===== config.mk =====
export PLATFORM = sky130hd
export DESIGN_NAME = l2_rr_arbiter
export DESIGN_NICKNAME = d
export VERILOG_FILES = /design/src/rtl/l2_rr_arbiter.sv
export SDC_FILE = /design/constraint.sdc
export NUM_CORES = 1
export LEC_CHECK = 0
export ABC_AREA = 1
export CAP_MARGIN = 10
export CELL_PAD_IN_SITES_DETAIL_PLACEMENT = 0
export CELL_PAD_IN_SITES_GLOBAL_PLACEMENT = 2
export CORE_AREA = 2 2 548 550
export DETAILED_ROUTE_END_ITERATION = 12
export DIE_AREA = 0 0 550 552
export GPL_ROUTABILITY_DRIVEN = 0
export PLACE_DENSITY = 0.37
export SYNTH_ARGS = -nofsm -noshare
export SYNTH_HDL_FRONTEND = slang
export SYNTH_SLANG_ARGS = --single-unit

===== constraint.sdc =====
create_clock -name clk -period 2 [get_ports clk]
set_clock_uncertainty 0.15 [all_clocks]
set_input_delay 0.2 -clock clk [delete_from_list [all_inputs] [get_ports clk]]
set_output_delay 0.2 -clock clk [all_outputs]
set_load 0.1 [all_outputs]

===== src/rtl/l2_rr_arbiter.sv =====
// l2_rr_arbiter: round-robin arbiter between N L1 miss channels and one shared
// L2/memory port. One channel owns the memory port at a time; the L2 response
// is routed back only to the owner, and a new grant may follow on the response
// edge without an idle cycle. A sticky watchdog flags transactions that hang.
//
// Handshake: a channel raises req_read or req_write and holds it, together with
// its address and write line, until the cycle in which its req_resp bit is high.
// It drops the request in the following cycle. Dropping the request while
// granted and before the response aborts the transaction. mem_resp is a
// single-cycle completion pulse from L2 and is only meaningful while busy.
module l2_rr_arbiter #(
    parameter int N_CH     = 2,
    parameter int S_OFFSET = 5,
    parameter int S_LINE   = 8 * 2**S_OFFSET,
    parameter int TIMEOUT  = 1024,
    parameter int CH_W     = (N_CH > 1) ? $clog2(N_CH) : 1
) (
    input  logic                     clk,
    input  logic                     rst_n,
    input  logic [N_CH-1:0]          req_read,
    input  logic [N_CH-1:0]          req_write,
    input  logic [N_CH*32-1:0]       req_address,
    input  logic [N_CH*S_LINE-1:0]   req_wdata,
    output logic [N_CH-1:0]          req_resp,
    output logic [S_LINE-1:0]        req_rdata,
    output logic                     mem_read,
    output logic                     mem_write,
    output logic [31:0]              mem_address,
    output logic [S_LINE-1:0]        mem_wdata,
    input  logic                     mem_resp,
    input  logic [S_LINE-1:0]        mem_rdata,
    output logic                     busy,
    output logic [CH_W-1:0]          owner,
    output logic                     timeout_err
);

    localparam int CNT_W = $clog2(TIMEOUT);
    localparam logic [CNT_W-1:0] CNT_MAX   = CNT_W'(TIMEOUT - 1);
    localparam logic [CH_W-1:0]  OWNER_RST = CH_W'(N_CH - 1);

    typedef enum logic {
        IDLE = 1'b0,
        BUSY = 1'b1
    } state_t;

    state_t             state;
    state_t             state_next;
    logic [CH_W-1:0]    owner_q;
    logic [CH_W-1:0]    owner_next;
    logic [CNT_W-1:0]   cnt_q;
    logic [CNT_W-1:0]   cnt_next;
    logic               err_q;
    logic               err_next;

    logic [N_CH-1:0]    requesting;
    logic [N_CH-1:0]    owner_onehot;
    logic               sel_read;
    logic               sel_write;
    logic [31:0]        sel_address;
    logic [S_LINE-1:0]  sel_wdata;
    logic               owner_req;

    logic [CH_W:0]      idle_search;
    logic [CH_W:0]      rearb_search;
    logic               idle_found;
    logic [CH_W-1:0]    idle_pick;
    logic               rearb_found;
    logic [CH_W-1:0]    rearb_pick;

    // First candidate after 'last' in circular order; 'last' itself is tried
    // at the very end. Returns {found, index}.
    function automatic logic [CH_W:0] rr_search(
        input logic [N_CH-1:0] cand,
        input logic [CH_W-1:0] last
    );
        logic            found;
        logic [CH_W-1:0] pick;
        int              idx;
        found = 1'b0;
        pick  = '0;
        for (int k = 1; k <= N_CH; k++) begin
            idx = (int'(last) + k) % N_CH;
            if (!found && cand[idx[CH_W-1:0]]) begin
                found = 1'b1;
                pick  = idx[CH_W-1:0];
            end
        end
        return {found, pick};
    endfunction

    assign requesting = req_read | req_write;

    // Select the owner's request fields and build its one-hot response mask.
    always_comb begin
        sel_read     = 1'b0;
        sel_write    = 1'b0;
        sel_address  = '0;
        sel_wdata    = '0;
        owner_onehot = '0;
        for (int i = 0; i < N_CH; i++) begin
            if (owner_q == CH_W'(i)) begin
                sel_read        = req_read[i];
                sel_write       = req_write[i];
                sel_address     = req_address[32*i +: 32];
                sel_wdata       = req_wdata[S_LINE*i +: S_LINE];
                owner_onehot[i] = 1'b1;
            end
        end
    end

    assign owner_req = sel_read | sel_write;

    // Two searches: from IDLE every channel competes; on a response edge the
    // current owner is excluded so it cannot be re-granted on that edge.
    always_comb begin
        idle_search  = rr_search(requesting, owner_q);
        rearb_search = rr_search(requesting & ~owner_onehot, owner_q);
        idle_found   = idle_search[CH_W];
        idle_pick    = idle_search[CH_W-1:0];
        rearb_found  = rearb_search[CH_W];
        rearb_pick   = rearb_search[CH_W-1:0];
    end

    // Next-state, watchdog and output decode for the IDLE/BUSY machine.
    always_comb begin
        state_next  = state;
        owner_next  = owner_q;
        cnt_next    = cnt_q;
        err_next    = err_q;
        mem_read    = 1'b0;
        mem_write   = 1'b0;
        mem_address = '0;
        mem_wdata   = '0;
        req_resp    = '0;
        case (state)
            IDLE: begin
                // Stray mem_resp pulses are ignored here.
                if (idle_found) begin
                    state_next = BUSY;
                    owner_next = idle_pick;
                    cnt_next   = '0;
                end
            end
            BUSY: begin
                mem_read    = sel_read;
                mem_write   = sel_write;
                mem_address = sel_address;
                mem_wdata   = sel_wdata;
                if (mem_resp) begin
                    req_resp = owner_onehot;
                    cnt_next = '0;
                    if (rearb_found) begin
                        owner_next = rearb_pick;
                    end else begin
                        state_next = IDLE;
                    end
                end else begin
                    // Saturating count; the flag is set once the limit is held.
                    if (cnt_q == CNT_MAX) begin
                        err_next = 1'b1;
                    end else begin
                        cnt_next = cnt_q + CNT_W'(1);
                    end
                    // Owner withdrew its request: abandon without a response.
                    if (!owner_req) begin
                        state_next = IDLE;
                    end
                end
            end
            default: begin
                state_next = IDLE;
            end
        endcase
    end

    // State, owner, watchdog counter and sticky error registers.
    always_ff @(posedge clk or negedge rst_n) begin
        if (!rst_n) begin
            state   <= IDLE;
            owner_q <= OWNER_RST;
            cnt_q   <= '0;
            err_q   <= 1'b0;
        end else begin
            state   <= state_next;
            owner_q <= owner_next;
            cnt_q   <= cnt_next;
            err_q   <= err_next;
        end
    end

    assign req_rdata   = mem_rdata;
    assign busy        = (state == BUSY);
    assign owner       = owner_q;
    assign timeout_err = err_q;

endmodule

# After elaboration in Yosys (flattened, before gate mapping)
# Index checks and enable logic that the tools add are counted.
dict set report op_classes {
  div_mod_pow 0
  add_sub_neg 3
  n_shift 0
  order_cmp 2
  reduce_logical 7
  bitwise_logic 6
  n_mul 0
  eq_ne 5
  muxes 41
}
# operator n
set op_table {}
lappend op_table {{$mux W256} 2}
lappend op_table {{$mux W32} 2}
lappend op_table {{$mux W10} 3}
lappend op_table {{$mux W1} 29}
lappend op_table {{$pmux W10 S2} 1}
lappend op_table {{$add A10 B1 Y10 const B} 1}
lappend op_table {{$eq A10 B10 Y1 const B} 1}
lappend op_table {{$reduce_and A3 Y1} 2}
lappend op_table {{$lt A1 B2 Y1 const B} 2}
lappend op_table {{$mux W2} 2}
lappend op_table {{$ne A2 B2 Y1 const B} 2}
lappend op_table {{$pmux W1 S2} 2}
lappend op_table {{$ne A3 B3 Y1 const B} 1}
lappend op_table {{$add A1 B1 Y1 const B} 2}
lappend op_table {{$and A2 B2 Y2} 1}
lappend op_table {{$logic_and A1 B1 Y1} 2}
lappend op_table {{$logic_not A1 Y1} 2}
lappend op_table {{$ne A2 B1 Y1 const B} 1}
lappend op_table {{$not A1 Y1} 2}
lappend op_table {{$not A2 Y2} 1}
lappend op_table {{$or A2 B2 Y2} 1}
lappend op_table {{$reduce_and A2 Y1} 1}
lappend op_table {{$or A1 B1 Y1} 1}
dict set report totals {
  reg_bits 13
  out_inout_bits 551
  latchBits 0
  wordCells 68
  inputBits 839
  rom_bits 0
  ram_bits 0
  n_memories 0
}

# Longest topological paths before layout
# Gate-level depths: netlist of the first run.
dict set report depth {
  ltp_word 12
  depth_mapped 8
  ltp_nobuf 8
}

# Worst setup path before layout of the first run
# OpenSTA, ideal clock, no wires.
dict set report synth_path {
  kind {register to output}
  startpoint {register state (netlist: busy)}
  endpoint {output mem_address[22]}
  path_stages_with_launch 6
  arrival_time_ns 2.897
  n_path_buf 3
  t_required_ns 1.650
  slack_ns -1.247
  cell_sequence {dfrtp_1 > buf_6 > buf_2 > buf_1 > o21ai_0 > nor2_1}
}
dict set report synth_via {
  elab_chain_cells 1
}
# item line
set synth_lines {}
lappend synth_lines {{start, declared} 46} ;# state_t state;
lappend synth_lines {{start signal, assigned} 184} ;# state <= state_next;
lappend synth_lines {{$mux W32} 135} ;# case (state)
lappend synth_lines {{end, declared} 28} ;# output logic [31:0] mem_address,
# Every way passes these cells.

# Worst setup path in the final report of the first run
dict set report layout_path {
  startpoint {register owner_q (netlist: owner)}
  endpoint {output mem_wdata[161]}
}
dict set report layout_via {
  elab_chain_cells 2
}
# item line
set layout_lines {}
lappend layout_lines {{start, declared} 48} ;# logic [CH_W-1:0] owner_q;
lappend layout_lines {{start signal, assigned} 185} ;# owner_q <= owner_next;
lappend layout_lines {{$mux W256} 101} ;# if (owner_q == CH_W'(i)) begin
lappend layout_lines {{$mux W256} 135}
lappend layout_lines {{end, declared} 29} ;# output logic [S_LINE-1:0] mem_wdata,
# Every way passes these cells.

==> out/summary.txt, run 1 <==
flip-flop and latch count after synthesis -> 13
CP max stage cell -> dfstp_4
number of synthesized flops with an enable pin -> 0
Sink Count -> 13
Chip Height -> 552 um
final setup fails -> 291
Initial DRC Count -> 508
Initial Util -> 0.0226
Power Total -> 62.9 mW
antenna-violating nets left -> 0
Synth Flop Type -> dfrtp_1
Data required, critical path -> 1.65 ns
actual slew at the worst max-slew pin -> 0.582 ns
largest net degree at the start of global routing -> 44
worst-path maximum fanout -> 6
Max-Cap Viols -> 0
Pre-antenna DRT Iters -> 4
clock slew at reported path FFs -> 0.05 ns
placed cell area -> 0.0252 mm^2
I/O Buffers -> 877
num rows -> 201
drt wl/cell -> 24.1 um
fin crit share -> 1.23
CP Class -> register to output pin
FF/Latch Area -> 334 um^2
critical path's most frequent cell -> buf_12
CP Capture Point -> mem_wdata[161]
top-area cell type share of the netlist area -> 0.331
YS warnings -> 0
CTS tree -> built
area leader, netlist -> nor2_1
root cell of the clock tree -> clkbuf_16
Largest stage delay, worst path -> 0.65 ns
Die ar. -> 0.304 mm^2
Reg2Reg Capture Point -> cnt_q[3]$_DFFE_PN0P_
first-pass GRT wire length -> 175,000 um
status -> finished, violations left
area occupied by multi-input gates -> 0.00726 mm^2
total congestion overflow -> 0
Max Clk Rate -> 0.408 GHz
post-synthesis sequential area ratio -> 0.0484
unique cell type count in the Yosys netlist -> 27
total CTS buffers -> 3
Final Max Slew Viols -> 0
Synth Area in XOR/XNOR -> 0.00130
CP Launch Type -> register
Worst R2R Start -> busy$_DFF_PN0_
initial antenna violation count -> 151
Syn Nets -> 2,167
Post-Syn Area -> 0.00675 mm^2
Rel. slew slack -> 0.609
Peak supply drop -> 1310 uV
NumNets Final -> 2,901
vias in the first global route -> 13,194
critical-path cell list -> buf_12 > buf_16 > buf_12 > buf_16 > o21ai_4 > nor2_4 > buf_12
cell area after layout -> 0.0270 mm^2
top area cells in the synthesized netlist -> nor2_1, buf_4, o21ai_0, dfrtp_1, clkbuf_1
setup ws final -> -0.451 ns
RSZ-0062 raised after global routing -> yes
Hold Path Class -> input port to asynchronous set/reset pin
# hold bufs at CTS -> 0
worst reg2reg setup slack -> 0.06 ns
core area -> 0.298 mm^2
Die Wd -> 550 um
Data arrival, critical path -> 2.10 ns
mux cell area share after synthesis -> 0
htree depth -> 1
share of cells above drive strength 1 -> 0.467
vias per inst -> 2.09
Post-Syn Instances -> 1,327
gr usage total -> 0.0911
Worst setup EP type -> output pin
dpl hpwl -> 130,000 um
top-count cell post-synth -> nor2_1
Synth Area in Simple Gates -> 0.361
asr flop ratio synth -> 1.00
failing checks -> negative setup slack
Pwr Density -> 2330 mW/mm^2
reg2reg path depth -> 8
syn_area_per_cell -> 5.09 um^2
Layout fillers -> 34,840
Vias -> 12,609
Max clock buf depth -> 2
drt total wl -> 146,000 um
synthesized-area fraction occupied by adder cells -> 0.00185
area growth from synthesis to layout -> 300%
Critical Path Source -> owner$_DFFE_PN1P_
# DRC -> 0
top cells by count, synth -> nor2_1, o21ai_0, buf_4, clkbuf_1, buf_2
Tmin final -> 2.45 ns
largest family of logic cells by synthesized area -> simple AND/OR/NAND/NOR gates
Hold Vio Cnt, Final -> 0
I/O pin count -> 1,390
Leakage -> 8.83 nW
Synth Area in Compound Gates -> 0.231
later-pin clock latency in the skew report -> 0.25 ns
==> stage by stage <==
| step | instances | util | setup TNS [ns] | hold WS (ns) | worst slack (ns) |
|---|---|---|---|---|---|
| 2_1_floorplan | 1327 | - | -55.15 | -0.246 | -0.914 |
| 3_3_place_gp | 5972 | 0.0845 | -33.55 | 0.251 | -0.563 |
| 3_5_place_dp | 5972 | 0.0845 | -32.84 | 0.251 | -0.541 |
| 4_1_cts | 6008 | 0.0888 | -104.87 | 0.128 | -0.472 |
| 5_1_grt | 6024 | 0.0904 | -110.17 | 0.143 | -0.502 |
| 6_report | 6044 | 0.0905 | -85.92 | 0.119 | -0.451 |
==> per-layer routing <==
metal / up-vias / part of all wire / global-route usage
met5: - / 0.0048 / 0
met3: 428 / 0.15 / 0.0596
li1: 5483 / - / -
met4: 102 / 0.043 / 0.0301
met2: 969 / 0.43 / 0.142
met1: 5627 / 0.38 / 0.0993
==> registers in the layout, indices dropped and copies added, names as in the netlist <==
name and count:
cnt_q 10, busy 1, owner 1, timeout_err 1
==> cell usage in the layout, fill, tap and decap left out <==
master             n
a21oi_1            3
a31oi_1            1
buf_12           321
buf_16            19
buf_4            137
buf_6             11
buf_8              4
bufbuf_16          5
clkbuf_1           1
clkbuf_16          7
clkdlybuf4s50_1  582
dfrtp_1           11
dfrtp_4            1
dfstp_4            1
diode_2           26
ha_1               1
inv_1             10
inv_16             1
nand2_1           25
nand2_2            2
nand2_4            1
nand3_1            6
nand3_2            1
nand3b_1           1
nand4_1            2
nor2_1           266
nor2_2            42
nor2_4           291
o21ai_0          121
o21ai_1           67
o21ai_2           46
o21ai_4           71
o21bai_1           1
xnor2_1            1
==> worst min-delay path by stage <==
stage              startpoint                      end  slack, ns  cells past startpoint
3_3_place_gp   mem_rdata[107]           req_rdata[107]       0.25                      0
6_report                rst_n  timeout_err$_DFFE_PN0P_       0.12                      2
4_1_cts                 rst_n  timeout_err$_DFFE_PN0P_       0.13                      2
5_1_grt                 rst_n  timeout_err$_DFFE_PN0P_       0.14                      2
2_1_floorplan           rst_n     cnt_q[0]$_DFFE_PN0P_      -0.25                      0
3_5_place_dp   mem_rdata[107]           req_rdata[107]       0.25                      0
==> worst max-delay path, delay by kind of cell, from the launching register on <==
family                 cells  cell delay [ns]
buffers and inverters      5             0.80
AND/OR/NAND/NOR            1             0.24
flip-flops                 1             0.65
AO/OA/AOI/OAI              1             0.08
==> cell families after synthesis <==
family / Yosys count
compound gates: 310
xor+xnor: 1
fa+ha+maj: 1
buf+inv: 365
simple gates: 637
flops: 13
==> power by group <==
| group | total, mW | leakage [nW] | switching, mW | internal (mW) |
|---|---|---|---|---|
| logic | 62.1 | 8.62 | 41.0 | 21.2 |
| registers | 0.365 | 0.168 | 0.0454 | 0.320 |
| clock network | 0.404 | 0.0383 | 0.133 | 0.271 |
==> repair_timing <==
action                                 CTS  global route
pin swaps                               53            64
resized for setup                      229           107
endpoints found under the hold margin    0             0
buffers inserted                        20             6
cloned                                  13             4
setup endpoints to repair              298           298
==> area by class of cell <==
cell class,count,area share
Inverter,11,0.00213
Multi-Input combinational cell,949,0.269
Sequential cell,13,0.0124
Tap cell,3958,0.183
Clock buffer,4,0.00292
Antenna cell,26,0.00241
Timing Repair Buffer,1083,0.528
No activity file was read; power rests on OpenSTA's default activity.
==> run 2, diff against run 1 <==
SETUP_SLACK_MARGIN = 0.3   (was default)
==> out/summary.txt, run 2 (same netlist as run 1, synthesis figures left out) <==
dpl hpwl -> 143,000 um
Data required, critical path -> 1.65 ns
# hold bufs at CTS -> 0
Max clock buf depth -> 2
Initial DRC Count -> 524
Largest Register -> cnt_q
NumNets Final -> 2,969
Pwr Density -> 2370 mW/mm^2
drt total wl -> 159,000 um
drt wl/cell -> 26.1 um
Tmin final -> 2.49 ns
Final Instance Count excl. Fillers -> 6,101
Die Wd -> 550 um
I/O Buffers -> 877
initial antenna violation count -> 102
Layout fillers -> 34,700
status -> finished, violations left
antenna-violating nets left -> 0
placed cell area -> 0.0256 mm^2
vias in the first global route -> 13,290
Max Clk Rate -> 0.401 GHz
Cells after DPL -> 6,007
reg2reg path depth -> 9
Sink Count -> 13
actual slew at the worst max-slew pin -> 0.644 ns
CP Launch Type -> register
Worst setup EP type -> output pin
first-pass GRT wire length -> 190,000 um
setup ws final -> -0.494 ns
failing checks -> negative setup slack
htree depth -> 1
gr usage total -> 0.100
commonest non-fill, non-tap cell in the layout -> clkdlybuf4s50_1
Final Max Slew Viols -> 0
core area -> 0.298 mm^2
RSZ-0062 raised after global routing -> yes
CP Class -> register to output pin
later-pin clock latency in the skew report -> 0.25 ns
Chip Height -> 552 um
Power Total -> 68.5 mW
setup TNS -> -105.57 ns
Final Util -> 0.0969
vias per inst -> 2.11
Max-Cap Viols -> 0
cell area after layout -> 0.0289 mm^2
num rows -> 201
Initial Util -> 0.0226
total CTS buffers -> 3
# DRC -> 0
worst reg2reg setup slack -> -0.05 ns
CTS tree -> built
share of cells above drive strength 1 -> 0.567
Rel. slew slack -> 0.566
total congestion overflow -> 0
worst-path maximum fanout -> 7
most frequent cells in the layout -> clkdlybuf4s50_1, nor2_4, buf_12, buf_4, nor2_2
Vias -> 12,861
Pre-antenna DRT Iters -> 5
final setup fails -> 294
Peak supply drop -> 1420 uV
root cell of the clock tree -> clkbuf_16
Data arrival, critical path -> 2.14 ns
Hold Path Class -> input port to asynchronous set/reset pin
clock slew at reported path FFs -> 0.05 ns
Reg2Reg Capture Point -> busy$_DFF_PN0_
max FFs per register -> 10
area growth from synthesis to layout -> 328%
Worst R2R Start -> owner$_DFFE_PN1P_
Die ar. -> 0.304 mm^2
I/O pin count -> 1,390
Leakage -> 9.37 nW
fin crit share -> 1.25
Hold Vio Cnt, Final -> 0
largest net degree at the start of global routing -> 27
-- run 2: worst max path at each step --
stage,endpoint,start,slack (ns)
CTS,mem_wdata[101],owner$_DFFE_PN1P_,-0.54
global placement,mem_wdata[3],owner$_DFFE_PN1P_,-0.79
floorplan,mem_wdata[180],owner$_DFFE_PN1P_,-0.92
global route,mem_wdata[115],owner$_DFFE_PN1P_,-0.55
finish,mem_wdata[121],owner$_DFFE_PN1P_,-0.49
detailed placement,mem_wdata[3],owner$_DFFE_PN1P_,-0.80
-- run 2: per-stage QoR --
stage	hold slack, ns	setup WS (ns)
3_5_place_dp	0.251	-0.799
2_1_floorplan	-0.246	-0.918
6_report	0.132	-0.494
4_1_cts	0.153	-0.538
3_3_place_gp	0.251	-0.795
5_1_grt	0.172	-0.547
-- run 2: area by class of cell --
cell class / instances / area, um^2 / area share
diodes: 15 / 37.5 / 0.00130
clock buffers: 4 / 78.8 / 0.00273
inverters: 11 / 57.6 / 0.00199
multi-input cells: 949 / 8240 / 0.285
flip-flops and latches: 13 / 334 / 0.0116
well taps: 3958 / 4950 / 0.171
repair buffers: 1149 / 15200 / 0.525
repair inverters: 2 / 27.5 / 0.000952
-- run 2: layer usage --
layer  wire length [um]  GRT usage
met2              66700      0.150
met5                325          0
met3              21800     0.0583
met4               4770     0.0230
met1              65800      0.121
-- run 2: critical path: stages, from the launching register on --
cell and delay (ns):
dfstp_4 0.70, buf_16 0.18, buf_12 0.15, buf_16 0.13, o21ai_1 0.11, nor2_4 0.28
buf_12 0.22
-- run 2: report_power, final --
part	switching (mW)	internal (mW)	total [mW]
Combinational	44.3	23.4	67.7
Clock	0.124	0.270	0.395
Sequential	0.0782	0.321	0.399
-- run 2: what timing repair did --
item                                    4_1_cts  5_1_grt
gates cloned                                 17        7
endpoints found under the hold margin         0        0
pin swaps                                    93       92
gates resized for setup                     559      168
buffers inserted                             38       13
endpoints found under the setup margin      305      305
==> run 3, diff against run 2 <==
CELL_PAD_IN_SITES_DETAIL_PLACEMENT = 1   (was 0)
CELL_PAD_IN_SITES_GLOBAL_PLACEMENT = 1   (was 2)
PLACE_DENSITY = 0.3   (was 0.37)
SKIP_LAST_GASP = 1   (was default)
TNS_END_PERCENT = 1   (was default)
==> out/summary.txt, run 3 (same netlist as run 1, synthesis figures left out) <==
status -> finished, violations left
failing checks -> negative setup slack
WL met2 -> 70,500 um
Die Wd -> 550 um
setup ws final -> -0.581 ns
Max-Cap Viols -> 0
Initial DRC Count -> 688
initial antenna violation count -> 181
CTS tree -> built
Worst setup EP type -> output pin
Final Util -> 0.0796
Rel. slew slack -> 0.528
Final Instance Count excl. Fillers -> 6,066
total congestion overflow -> 0
later-pin clock latency in the skew report -> 0.24 ns
core area -> 0.298 mm^2
worst-path maximum fanout -> 14
Sink Count -> 13
NumNets Final -> 2,912
Max clock buf depth -> 2
Chip Height -> 552 um
Die ar. -> 0.304 mm^2
dpl hpwl -> 155,000 um
Tmin final -> 2.58 ns
Initial Util -> 0.0226
Data arrival, critical path -> 2.23 ns
Peak supply drop -> 1140 uV
I/O pin count -> 1,390
actual slew at the worst max-slew pin -> 0.701 ns
Largest stage delay, worst path -> 0.67 ns
reg2reg path depth -> 9
critical path's most frequent cell -> buf_12
num rows -> 201
Max Clk Rate -> 0.387 GHz
Cells after DPL -> 5,998
commonest non-fill, non-tap cell in the layout -> clkdlybuf4s50_1
vias in the first global route -> 12,977
Largest Register -> cnt_q
antenna-violating nets left -> 0
# hold bufs at CTS -> 0
share of cells above drive strength 1 -> 0.290
CP max stage cell -> dfstp_4
drt wl/cell -> 28.1 um
clock slew at reported path FFs -> 0.05 ns
vias per inst -> 2.15
most frequent cells in the layout -> clkdlybuf4s50_1, nor2_1, buf_12, o21ai_0, buf_4
Vias -> 13,057
Routed met1 length -> 57,900 um
Data required, critical path -> 1.65 ns
RSZ-0062 raised after global routing -> yes
Hold Path Class -> input port to asynchronous set/reset pin
drt total wl -> 170,000 um
top sig layer -> met5
largest net degree at the start of global routing -> 62
total CTS buffers -> 3
area growth from synthesis to layout -> 251%
# DRC -> 0
CP Launch Type -> register
met3 wire len -> 32,300 um
Pre-antenna DRT Iters -> 5
first-pass GRT wire length -> 194,000 um
placed cell area -> 0.0228 mm^2
Leakage -> 8.23 nW
Final Max Slew Viols -> 0
root cell of the clock tree -> clkbuf_16
critical-path cell list -> buf_4 > buf_12 > clkbuf_16 > o21ai_0 > nor2_2 > buf_12
gr usage total -> 0.104
Pwr Density -> 2390 mW/mm^2
htree depth -> 1
fin crit share -> 1.29
final setup fails -> 292
Hold Worst Slack -> 0.129 ns
max FFs per register -> 10
setup TNS -> -104.25 ns
CP Class -> register to output pin
Hold Vio Cnt, Final -> 0
cell area after layout -> 0.0237 mm^2
I/O Buffers -> 877
run 3: cell types whose count changed in the layout (fill, tap and decap cells not counted), sizes merged:
cell    change
buf        -55
clkbuf      +2
inv         -2
bufbuf      -2
diode      +22
run 3: path summary, 6_finish.rpt:
path / from / endpoint / slack, ns
min: rst_n / busy$_DFF_PN0_ / 0.13
min in group clk: mem_rdata[0] / req_rdata[0] / 0.25
max: owner$_DFFE_PN1P_ / mem_wdata[40] / -0.58
min reg2reg: timeout_err$_DFFE_PN0P_ / timeout_err$_DFFE_PN0P_ / 0.31
max in group asynchronous: rst_n / owner$_DFFE_PN1P_ / 1.33
max reg2reg: owner$_DFFE_PN1P_ / busy$_DFF_PN0_ / 0.03
run 3: per-layer routing:
layer,GRT usage,vias to the layer above
met5,0.000317,-
met4,0.0414,144
met3,0.0868,520
met2,0.154,1080
met1,0.105,5809
li1,-,5504
run 3: per-stage QoR:
step | power (mW) | setup WS (ns)
final | 56.7 | -0.581
after global routing | 58.6 | -0.557
after CTS | 56.0 | -0.553
after detailed placement | 55.1 | -0.671
after global placement | 55.2 | -0.681
after floorplan | 32.0 | -0.976
run 3: critical path, delay by kind of cell (launching register included):
kind	cells	cell delay, ns
compound gates	1	0.11
buf+inv	4	0.74
flops	1	0.67
simple gates	1	0.41
run 3: timing repair:
item / in CTS / in global routing
gates resized for setup: 59 / 37
gates cloned: 0 / 9
setup buffers: 0 / 18
setup endpoints to repair: 304 / 306
pin swaps: 6 / 7
run 3: cell type report:
| type | count | area, um^2 |
|---|---|---|
| Tap cell | 3958 | 4950 |
| Inverter | 11 | 48.8 |
| Fill cell | 35623 | 275000 |
| Multi-Input combinational cell | 949 | 4260 |
| Timing Repair Buffer | 1094 | 14000 |
| Clock buffer | 4 | 78.8 |
| Antenna cell | 37 | 92.6 |
| Sequential cell | 13 | 334 |
run 3: report_power, final:
group,internal (mW),switching [mW]
registers,0.321,0.0683
clock network,0.270,0.120
logic,18.2,37.8
